<file path="src/rtl/clk_gate_ctrl.sv">
// -----------------------------------------------------------------------------
// clk_gate_ctrl
//
// Multi-channel clock-gating controller. Every channel has its own small FSM
// (RUN -> HOLD -> GATED -> WAKE -> RUN) and its own integrated clock gate
// (low-transparent enable latch followed by an AND with the root clock).
//
// A channel is considered active while req_i or force_on_i is high. After
// IDLE_CYCLES of inactivity the channel clock is stopped; when activity
// returns the clock is re-enabled immediately and ack_o follows after
// WAKE_CYCLES clocked cycles.
//
// Ports
//   clk_i       in   1       free-running root clock, the only clock here
//   rst_i       in   1       synchronous reset, active-high
//   te_i        in   1       test enable, opens every clock gate
//   req_i       in   NUM_CH  per-channel clock request (level)
//   force_on_i  in   NUM_CH  software override, keeps the channel running
//   gclk_o      out  NUM_CH  gated clock per channel
//   ack_o       out  NUM_CH  channel clock running and stable
//   gated_o     out  NUM_CH  channel is in GATED
// -----------------------------------------------------------------------------
module clk_gate_ctrl #(
  parameter int NUM_CH      = 4,
  parameter int IDLE_CYCLES = 8,
  parameter int WAKE_CYCLES = 2,
  parameter bit RESET_RUN   = 1'b1
) (
  input  logic              clk_i,
  input  logic              rst_i,
  input  logic              te_i,
  input  logic [NUM_CH-1:0] req_i,
  input  logic [NUM_CH-1:0] force_on_i,
  output logic [NUM_CH-1:0] gclk_o,
  output logic [NUM_CH-1:0] ack_o,
  output logic [NUM_CH-1:0] gated_o
);

  // Counter only has to hold the larger of the two delays minus one; keep at
  // least one bit so both delays may be zero.
  localparam int MAX_CYC = (IDLE_CYCLES > WAKE_CYCLES) ? IDLE_CYCLES : WAKE_CYCLES;
  localparam int CW      = (MAX_CYC > 0) ? $clog2(MAX_CYC + 1) : 1;

  localparam logic [CW-1:0] IDLE_LOAD = CW'((IDLE_CYCLES > 0) ? (IDLE_CYCLES - 1) : 0);
  localparam logic [CW-1:0] WAKE_LOAD = CW'((WAKE_CYCLES > 0) ? (WAKE_CYCLES - 1) : 0);

  typedef enum logic [1:0] {
    ST_RUN   = 2'd0,
    ST_HOLD  = 2'd1,
    ST_GATED = 2'd2,
    ST_WAKE  = 2'd3
  } state_t;

  localparam state_t RESET_STATE = RESET_RUN ? ST_RUN : ST_GATED;

  // Set on every edge that samples rst_i high and cleared on the first edge
  // after release. While set, the FSMs stay parked in their reset state, the
  // status outputs read zero and the clock gates stay open. This makes the
  // first edge after release land the channel exactly in its reset state.
  logic r_in_rst;

  always_ff @(posedge clk_i) begin
    if (rst_i) begin
      r_in_rst <= 1'b1;
    end else begin
      r_in_rst <= 1'b0;
    end
  end

  for (genvar gi = 0; gi < NUM_CH; gi++) begin : g_ch

    state_t          r_state;
    state_t          w_state_next;
    logic [CW-1:0]   r_cnt;
    logic [CW-1:0]   w_cnt_next;
    logic            w_act;
    logic            w_en;
    logic            r_en_latch;

    assign w_act = req_i[gi] | force_on_i[gi];

    // State register. Reset aborts any HOLD/WAKE sequence and clears cnt.
    always_ff @(posedge clk_i) begin
      if (rst_i) begin
        r_state <= RESET_STATE;
        r_cnt   <= '0;
      end else begin
        r_state <= w_state_next;
        r_cnt   <= w_cnt_next;
      end
    end

    // Next-state logic.
    always_comb begin
      w_state_next = r_state;
      w_cnt_next   = r_cnt;
      if (!r_in_rst) begin
        unique case (r_state)
          ST_RUN: begin
            if (!w_act) begin
              if (IDLE_CYCLES == 0) begin
                w_state_next = ST_GATED;
              end else begin
                w_state_next = ST_HOLD;
                w_cnt_next   = IDLE_LOAD;
              end
            end
          end

          ST_HOLD: begin
            if (w_act) begin
              w_state_next = ST_RUN;
            end else if (r_cnt == '0) begin
              w_state_next = ST_GATED;
            end else begin
              w_cnt_next = r_cnt - 1'b1;
            end
          end

          ST_GATED: begin
            if (w_act) begin
              if (WAKE_CYCLES == 0) begin
                w_state_next = ST_RUN;
              end else begin
                w_state_next = ST_WAKE;
                w_cnt_next   = WAKE_LOAD;
              end
            end
          end

          ST_WAKE: begin
            // Activity is deliberately ignored here: a wake-up always runs
            // to completion and RUN then decides what happens next.
            if (r_cnt == '0) begin
              w_state_next = ST_RUN;
            end else begin
              w_cnt_next = r_cnt - 1'b1;
            end
          end

          default: begin
            w_state_next = RESET_STATE;
            w_cnt_next   = '0;
          end
        endcase
      end
    end

    // Gate enable. rst_i is used directly so the gate opens in the very
    // cycle reset is raised, letting downstream synchronous resets see the
    // next edge.
    assign w_en = (r_state != ST_GATED) | rst_i | r_in_rst | te_i;

    // Enable latch is transparent only while clk_i is low, so the AND below
    // can never produce a truncated or glitched high phase.
    always_latch begin
      if (!clk_i) begin
        r_en_latch <= w_en;
      end
    end

    assign gclk_o[gi]  = clk_i & r_en_latch;

    // Status decoded purely from registers.
    assign ack_o[gi]   = ((r_state == ST_RUN) | (r_state == ST_HOLD)) & ~r_in_rst;
    assign gated_o[gi] = (r_state == ST_GATED) & ~r_in_rst;

  end : g_ch

endmodule : clk_gate_ctrl

</file>
<file path="config.mk">
export PLATFORM = sky130hd
export DESIGN_NAME = clk_gate_ctrl
export DESIGN_NICKNAME = d
export VERILOG_FILES = /design/src/rtl/clk_gate_ctrl.sv
export SDC_FILE = /design/constraint.sdc
export NUM_CORES = 1
export LEC_CHECK = 0
export CORE_ASPECT_RATIO = 1.25
export CORE_MARGIN = 5
export CORE_UTILIZATION = 40
export DETAILED_ROUTE_END_ITERATION = 8
export PLACE_DENSITY = 0.58
export SYNTH_ARGS = -nofsm -noshare
export SYNTH_HDL_FRONTEND = slang
export SYNTH_SLANG_ARGS = --single-unit
</file>
<file path="constraint.sdc">
create_clock -name clk_i -period 4.7 [get_ports clk_i]
set_input_delay 0.94 -clock clk_i [delete_from_list [all_inputs] [get_ports clk_i]]
set_output_delay 0.94 -clock clk_i [all_outputs]
set_load 0.1 [all_outputs]
</file>
After elaboration in Yosys (flattened, before gate mapping)
Cells that the tools add are included.
Operators by class
  add/sub/neg operators: 4
  eq/ne operators: 36
  multiplexer cells: 49
  bitwise operators: 33
  reduce and logical (&&, ||, !) cells: 16
Operators with widths (number)
  4-bit 2-to-1 mux: 16
  4-bit case mux with 4 select lines: 4
  2-bit 2-to-1 mux: 20
  2-bit != test (second input constant): 20
  2-bit case mux with 4 select lines: 4
  1-bit OR: 20
  5-bit AND reduction: 4
  2-bit == test (second input constant): 8
  4-bit zero test: 4
  4-bit AND reduction: 4
  4-bit by 1-bit subtractor with 4-bit output (second input constant): 4
  1-bit AND: 12
  3-bit != test (second input constant): 4
  2-bit by 1-bit == test with 1-bit output (second input constant): 4
  2-bit zero test: 4
  1-bit 2-to-1 mux: 5
  1-bit NOT: 1
Storage, ports and cells
  bits in registers: 25
  bits in latches: 4
  bits of input ports: 11
  output and inout port bits: 12
  logic and storage cells: 151

Longest topological paths before layout
Gate-level depths: netlist (run 1).
  word-level depth: 5
  depth in mapped cells: 6
  mapped depth without buffers: 6

==> flow_summary.ini, run 1 <==
[detailed_routing]
routedWlPerCell_um = 14.0
drtPass1Iterations = 4
vias = 1626
via_per_inst = 5.63
drt_iter0_markers = 95
wirelength_mm = 4.06
drt.antenna.violating_nets = 0
drc = 0

[sta]
setup_viol_count_final = 0
fin_skew_ns = 0.00442
finalHoldViolCount = 0
rsz0062_at_grt = no
slew_viol_final = 0
slew_headroom_pct = 34.7
worstMarginPinSlew_ns = 0.976
fin_ws_ns = 0.0757

[power_and_ir_drop]
power_frac_comb_pct = 11.7
ir_drop_uv = 246
p_seq_share_pct = 26.1
p_sw_share_pct = 48.9
total_power_mw = 1.00
p_clk_share_pct = 62.2
power.leakage_nw = 0.834
power_density_mw_per_mm2 = 467
p_int_mw = 0.512
power_switching_mw = 0.490

[yosys]
syn_area_per_cell_um2 = 8.64
synth-edff-count = 0
ys_async_sr_fraction_pct = 0
synthDistinctLibCells = 52
syn_inst = 206
synthFlopType = dfxtp_1
synth_nets = 221
yosysWarnings = 0
ys_ff_latch = 29
synth_area_mm2 = 0.00178

[final_layout]
area_growth_pct = 20.5
layout.cells.non_filler = 289
final_util_pct = 49.2
drive_gt1_share_pct = 14.3
diodes = 0
final_nets = 244
final_cell_mix = 25 x nor2_1, 25 x dfxtp_1, 18 x clkdlybuf4s50_1, 15 x a21oi_1

[die]
start_util_pct = 40.8
ios = 23
die_w_um = 69.7
fp.coreArea_mm2 = 0.00436
placementRows = 27
die_area_mm2 = 0.00589
die_h_um = 84.6

[placement]
place.gp.congestion = 0.804
io_buffers = 22
dp_cells = 276
pre_cts_ws_ns = -0.183
dp_hpwl_mm = 2.81

[worst_hold_path]
hold_depth = 1
worstHoldStart = g_ch[1].r_cnt[0]
hold_end = g_ch[1].r_cnt[0]
min_path_type = reg2reg

[setup_path]
critPathLaunchType = latch
endpoint_kind = output pin
required_ns = 3.76
reg2reg_to = g_ch[3].r_en_latch
cp.arrival_ns = 3.68
reg2reg_depth = 2
path_class = latch2out
critical_path.max_fanout = 1
ff2ff_setup_slack_ns = 1.51

[global_route]
grt_first_pass_wirelength_mm = 6.91
first_global_vias = 1621
grt_overflow = 0
antenna_found_initial = 0
grt_max_degree = 28
track_usage_pct = 14.7

[clocking]
cts_setup_buffers = 0
clock_latency_ns = 0.39
tritoncts = done
clk_pin_slew_ns = 0.06

[flow_run]
max-cap-violations = 0

[run_status]
status = completed
-- layer usage --
layer | global-route usage (%) | share of wire (%) | up-vias
met1 | 15.5 | 44 | 758
met3 | 7.07 | 7.3 | 4
met5 | 0 | 0 | -
li1 | - | - | 806
met2 | 24.0 | 48 | 58
met4 | 8.01 | 0.71 | 0
-- cells by family (layout without fill, tap and decap cells) --
logic type | count (synthesis) | count (layout) | share of synthesized area [%]
AOI/OAI and AO/OA | 58 | 58 | 23.6
DFF | 25 | 25 | 28.1
buffers and inverters | 23 | 48 | 5.91
adders and majority gates | 4 | 4 | 2.81
latches | 4 | 4 | 3.38
muxes | 6 | 6 | 3.38
xor gates and xnor gates | 2 | 2 | 0.985
and+or+nand+nor | 84 | 84 | 31.9
-- through the flow --
stage                     hold slack, ns  cell area, um^2  TNS, ns
final                              0.504             2140        0
after global routing               0.538             2140        0
after global placement             0.490             2020   -0.696
after CTS                          0.509             2140        0
after detailed placement           0.501             2020   -0.724
after floorplan                    0.462             1780        0
-- what timing repair did --
item,4_1_cts,5_1_grt
endpoints found under the setup margin,8,0
hold buffers,0,0
gates resized for setup,20,0
-- worst max-delay path, stage by stage, from the launching register on --
cell	delay, ns
dlxtn_1	0.39
and2_1	0.12
buf_2	0.42
-- power groups by stage --
stage	logic [mW]	registers (mW)	clock network, mW
3_3_place_gp	0.113	0.266	0.356
3_5_place_dp	0.117	0.267	0.356
6_report	0.117	0.262	0.624
2_1_floorplan	0.0933	0.259	0.291
5_1_grt	0.128	0.264	0.662
4_1_cts	0.117	0.261	0.637
-- synthesized netlist by cell type (5+ instances only) --
library cell / number / area (um^2)
nor3_1: 10 / 50.1
dfxtp_1: 25 / 500
and2_1: 9 / 56.3
mux2i_1: 6 / 60.1
o211a_1: 5 / 50.1
buf_2: 6 / 30.0
nor2b_1: 5 / 31.3
nand2_1: 9 / 33.8
o21ai_0: 10 / 50.1
inv_1: 10 / 37.5
nor2_1: 25 / 93.8
a21oi_1: 15 / 75.1
-- worst max path at each step --
stage                       start         to  slack (ns)
6_report       g_ch[3].r_en_latch  gclk_o[3]        0.08
3_3_place_gp   g_ch[2].r_en_latch  gclk_o[2]       -0.18
5_1_grt        g_ch[0].r_en_latch  gclk_o[0]        0.02
3_5_place_dp   g_ch[2].r_en_latch  gclk_o[2]       -0.18
4_1_cts        g_ch[3].r_en_latch  gclk_o[3]        0.05
2_1_floorplan  g_ch[0].r_en_latch  gclk_o[0]        0.30
-- cell type report --
class                   count  area [um^2]
inverters                  11         41.3
fillers                   427         2210
repair buffers             20          195
flip-flops and latches     29          561
clock inverters             2         10.0
multi-input cells         154         1110
clock buffers              15          151
well taps                  58         72.6
(Power assumes the default switching activity.)
==> run 2, diff against run 1 <==
Clock period 4.7 ns to 5.65 ns, I/O delays scaled along.
==> run 2 against run 1 <==
Against the previous run:
- first-iteration DRC count grew 6.3%
- via count shrank 1.9%
- clock power decreased by 13%
- largest cell class unchanged
- highest routed layer unchanged
==> flow_summary.ini, run 2 (same netlist as run 1, synthesis figures left out) <==
[run_status]
status = completed

[setup_path]
crit_chain = and2_1 > clkdlybuf4s15_2
endpoint_kind = output pin
required_ns = 4.52
critical_path.max_fanout = 1
crit_path_top_delay_cell = clkdlybuf4s15_2
path_class = latch2out
critPathLaunchType = latch
cp.arrival_ns = 4.30
cpPeakStageDelay_ns = 0.56

[global_route]
grt_max_degree = 28
grt_first_pass_wirelength_mm = 6.70
grt_overflow = 0
track_usage_pct = 14.2
antenna_found_initial = 0
first_global_vias = 1520

[placement]
placed_area_mm2 = 0.00202
io_buffers = 22
place.gp.congestion = 0.808
pre_cts_ws_ns = 0.0979
dp_hpwl_mm = 2.79

[die]
die_w_um = 69.7
die_h_um = 84.6
fp.coreArea_mm2 = 0.00436
placementRows = 27
ios = 23
die_area_mm2 = 0.00589
start_util_pct = 40.8

[final_layout]
regArea_um2 = 561
final_cell_mix = 25 x nor2_1, 25 x dfxtp_1, 18 x clkdlybuf4s50_1, 15 x a21oi_1
nFillCells = 431
drive_gt1_share_pct = 13.9
multi_input_area_mm2 = 0.00111
fin_area_mm2 = 0.00217
diodes = 0
area_growth_pct = 21.9
final_nets = 244

[detailed_routing]
drt.antenna.violating_nets = 0
vias = 1595
via_per_inst = 5.52
drc = 0
drtPass1Iterations = 4
wl_met3_um = 223
dr_wl_met2_mm = 1.85
drt_iter0_markers = 101
highest_layer = met4
routedWlPerCell_um = 14.2
wl_met1_mm = 1.95
wirelength_mm = 4.09

[sta]
slew_headroom_pct = 34.5
worstMarginPinSlew_ns = 0.979
finalSetupTns_ns = 0
rsz0062_at_grt = no
finalHoldViolCount = 0
setup_viol_count_final = 0
fin_ws_ns = 0.217
slew_viol_final = 0
fin_skew_ns = 0.00246

[power_and_ir_drop]
power.leakage_nw = 0.836
power_density_mw_per_mm2 = 394
ir_drop_uv = 221
total_power_mw = 0.855

[clocking]
tritoncts = done
clk_pin_slew_ns = 0.06
cts_setup_buffers = 0
clock_latency_ns = 0.38

[worst_hold_path]
min_path_type = reg2reg

[flow_run]
max-cap-violations = 0
## run 2: changes by cell type in the layout (fill, tap and decap cells not counted), sizes merged
cell           change
buf                -4
clkdlybuf4s15      +4
clkinv             +1
clkbuf             -1
## run 2: layer usage
layer	global-route usage, %	vias up
met5	0	-
met4	7.14	0
met3	7.66	7
met2	22.3	35
met1	15.6	756
li1	-	797
## run 2: critical path, delay by kind of cell (launching register included)
kind	cells	cell delay, ns
latches	1	0.39
AND/OR/NAND/NOR	1	0.12
buffers and inverters	1	0.56
## run 2: power by group
group          switching, mW  total [mW]  internal, mW  leakage (nW)
clock network          0.342       0.540         0.199         0.101
logic                 0.0566      0.0968        0.0401         0.496
registers             0.0133       0.218         0.205         0.238
total                  0.412       0.855         0.443         0.836
## run 2: final timing paths
kind	startpoint	endpoint	slack, ns	cells past startpoint
worst max-delay path	g_ch[2].r_en_latch	gclk_o[2]	0.22	2
worst min-delay path	g_ch[1].r_cnt[0]	g_ch[1].r_cnt[0]	0.51	1
worst max register to register	register	g_ch[3].r_en_latch	1.94	2
worst min register to register	g_ch[1].r_cnt[0]	g_ch[1].r_cnt[0]	0.51	1
## run 2: timing repair
item | in CTS | in global routing
setup endpoints to repair | 8 | 0
hold buffers | 0 | 0
resized for setup | 12 | 0
## run 2: area by class of cell
type,count,share of cell area (%)
multi-input cells,154,51.4
flip-flops and latches,29,25.9
repair buffers,20,9.00
clock buffers,14,7.96
well taps,58,3.35
inverters,11,1.90
clock inverters,3,0.577
## run 2: stage by stage
step                std cells  utilization [%]  hold slack [ns]
detailed placement        276             46.4            0.510
floorplan                 206                -            0.462
global placement          276             46.4            0.492
global route              289             49.8            0.524
CTS                       289             49.8            0.516
finish                    289             49.8            0.510
==> run 3, diff against run 2 <==
Settings changed: CTS_BUF_LIST set to sky130_fd_sc_hd__clkbuf_8.
==> run 3 against run 2 <==
Against the previous run:
- non-clock buffer count did not move
- power is 0.28% lower
- combinational power hardly changed
- sequential share of layout area unchanged
- die area unchanged
- critical path depth unchanged
- first-iteration DRC count unchanged
- cell area is the same
- clock skew barely moved
- count of clock-buffer cells in the layout decreased by 1
- worst hold slack about the same
- register-to-register slack better by 0.03 ns
==> flow_summary.ini, run 3 (same netlist as run 1, synthesis figures left out) <==
[power_and_ir_drop]
ir_drop_uv = 221
power.leakage_nw = 0.840
p_int_mw = 0.442
p_sw_share_pct = 48.2
p_clk_share_pct = 63.1
p_seq_share_pct = 25.5
power_density_mw_per_mm2 = 393
power_switching_mw = 0.411
power_frac_comb_pct = 11.3

[final_layout]
nFillCells = 431
layout.cells.non_filler = 289
final_nets = 244
area_growth_pct = 21.9
fin_area_mm2 = 0.00217
final_cell_mix = 25 x nor2_1, 25 x dfxtp_1, 18 x clkdlybuf4s50_1, 15 x a21oi_1, 11 x inv_1
multi_input_area_mm2 = 0.00111
drive_gt1_share_pct = 13.9
regArea_um2 = 561
diodes = 0

[placement]
placed_area_mm2 = 0.00202
dp_cells = 276
dp_hpwl_mm = 2.79
io_buffers = 22
place.gp.congestion = 0.808

[setup_path]
required_ns = 4.52
path_class = latch2out
critical_path.max_fanout = 1
cpPeakStageDelay_ns = 0.56
critical-path-top-delay-family = buffers and inverters
crit_path_top_delay_cell = clkdlybuf4s15_2
critPathLaunchType = latch
cp.arrival_ns = 4.30
endpoint_kind = output pin
crit_chain = and2_1 > clkdlybuf4s15_2
path_buf_inv = 1

[die]
fp.coreArea_mm2 = 0.00436
ios = 23
start_util_pct = 40.8
die_h_um = 84.6
placementRows = 27
die_area_mm2 = 0.00589
die_w_um = 69.7

[detailed_routing]
vias = 1591
via_per_inst = 5.51
wirelength_mm = 4.08
drc = 0
drtPass1Iterations = 4
drt.antenna.violating_nets = 0
routedWlPerCell_um = 14.1
drt_iter0_markers = 101

[sta]
slew_viol_final = 0
slew_headroom_pct = 34.6
fin_skew_ns = 0.00225
finalSetupTns_ns = 0
rsz0062_at_grt = no
worstMarginPinSlew_ns = 0.978
setup_viol_count_final = 0
finalHoldViolCount = 0

[global_route]
antenna_found_initial = 0
first_global_vias = 1520
grt_max_degree = 28
grt_first_pass_wirelength_mm = 6.70
grt_overflow = 0
track_usage_pct = 14.2

[run_status]
status = completed

[clocking]
clock_latency_ns = 0.38
holdBufCountCts = 0
tritoncts = done
cts_setup_buffers = 0
cts_resized = 12
clk_pin_slew_ns = 0.06

[worst_hold_path]
min_path_type = reg2reg

[flow_run]
max-cap-violations = 0
run 3: per-stage QoR:
step	hold slack [ns]	setup WS [ns]	power [mW]	utilization [%]
2_1_floorplan	0.462	0.583	0.535	-
3_3_place_gp	0.492	0.108	0.612	46.4
3_5_place_dp	0.510	0.0979	0.615	46.4
4_1_cts	0.516	0.198	0.864	49.8
5_1_grt	0.524	0.150	0.890	49.8
6_report	0.510	0.222	0.853	49.8
run 3: worst paths after layout:
path,end,startpoint,slack (ns),cells after the start
max,gclk_o[2],g_ch[2].r_en_latch,0.22,2
min,g_ch[1].r_cnt[0],g_ch[1].r_cnt[0],0.51,1
max reg2reg,g_ch[2].r_en_latch,register,1.97,2
min reg2reg,g_ch[1].r_cnt[0],g_ch[1].r_cnt[0],0.51,1
run 3: area by class of cell:
| cell class | instances | area share [%] |
|---|---|---|
| well taps | 58 | 3.35 |
| multi-input cells | 154 | 51.4 |
| clock inverters | 4 | 0.750 |
| clock buffers | 13 | 7.79 |
| repair buffers | 20 | 9.00 |
| inverters | 11 | 1.90 |
| flip-flops and latches | 29 | 25.9 |
run 3: metal layers:
metal  routed length (um)  GRT usage (%)  vias up  share of wire (%)
met2                 1880           22.3       41                 46
li1                     -              -      802                  -
met4                   49           7.14        0                1.2
met5                    0              0        -                  0
met1                 1920           15.6      744                 47
met3                  232           7.66        4                5.7
run 3: power by group through the flow:
stage	clock network [mW]	logic [mW]	registers (mW)
floorplan	0.242	0.0776	0.215
global placement	0.296	0.0946	0.221
detailed placement	0.296	0.0970	0.222
CTS	0.549	0.0975	0.218
global route	0.565	0.106	0.219
finish	0.538	0.0967	0.218
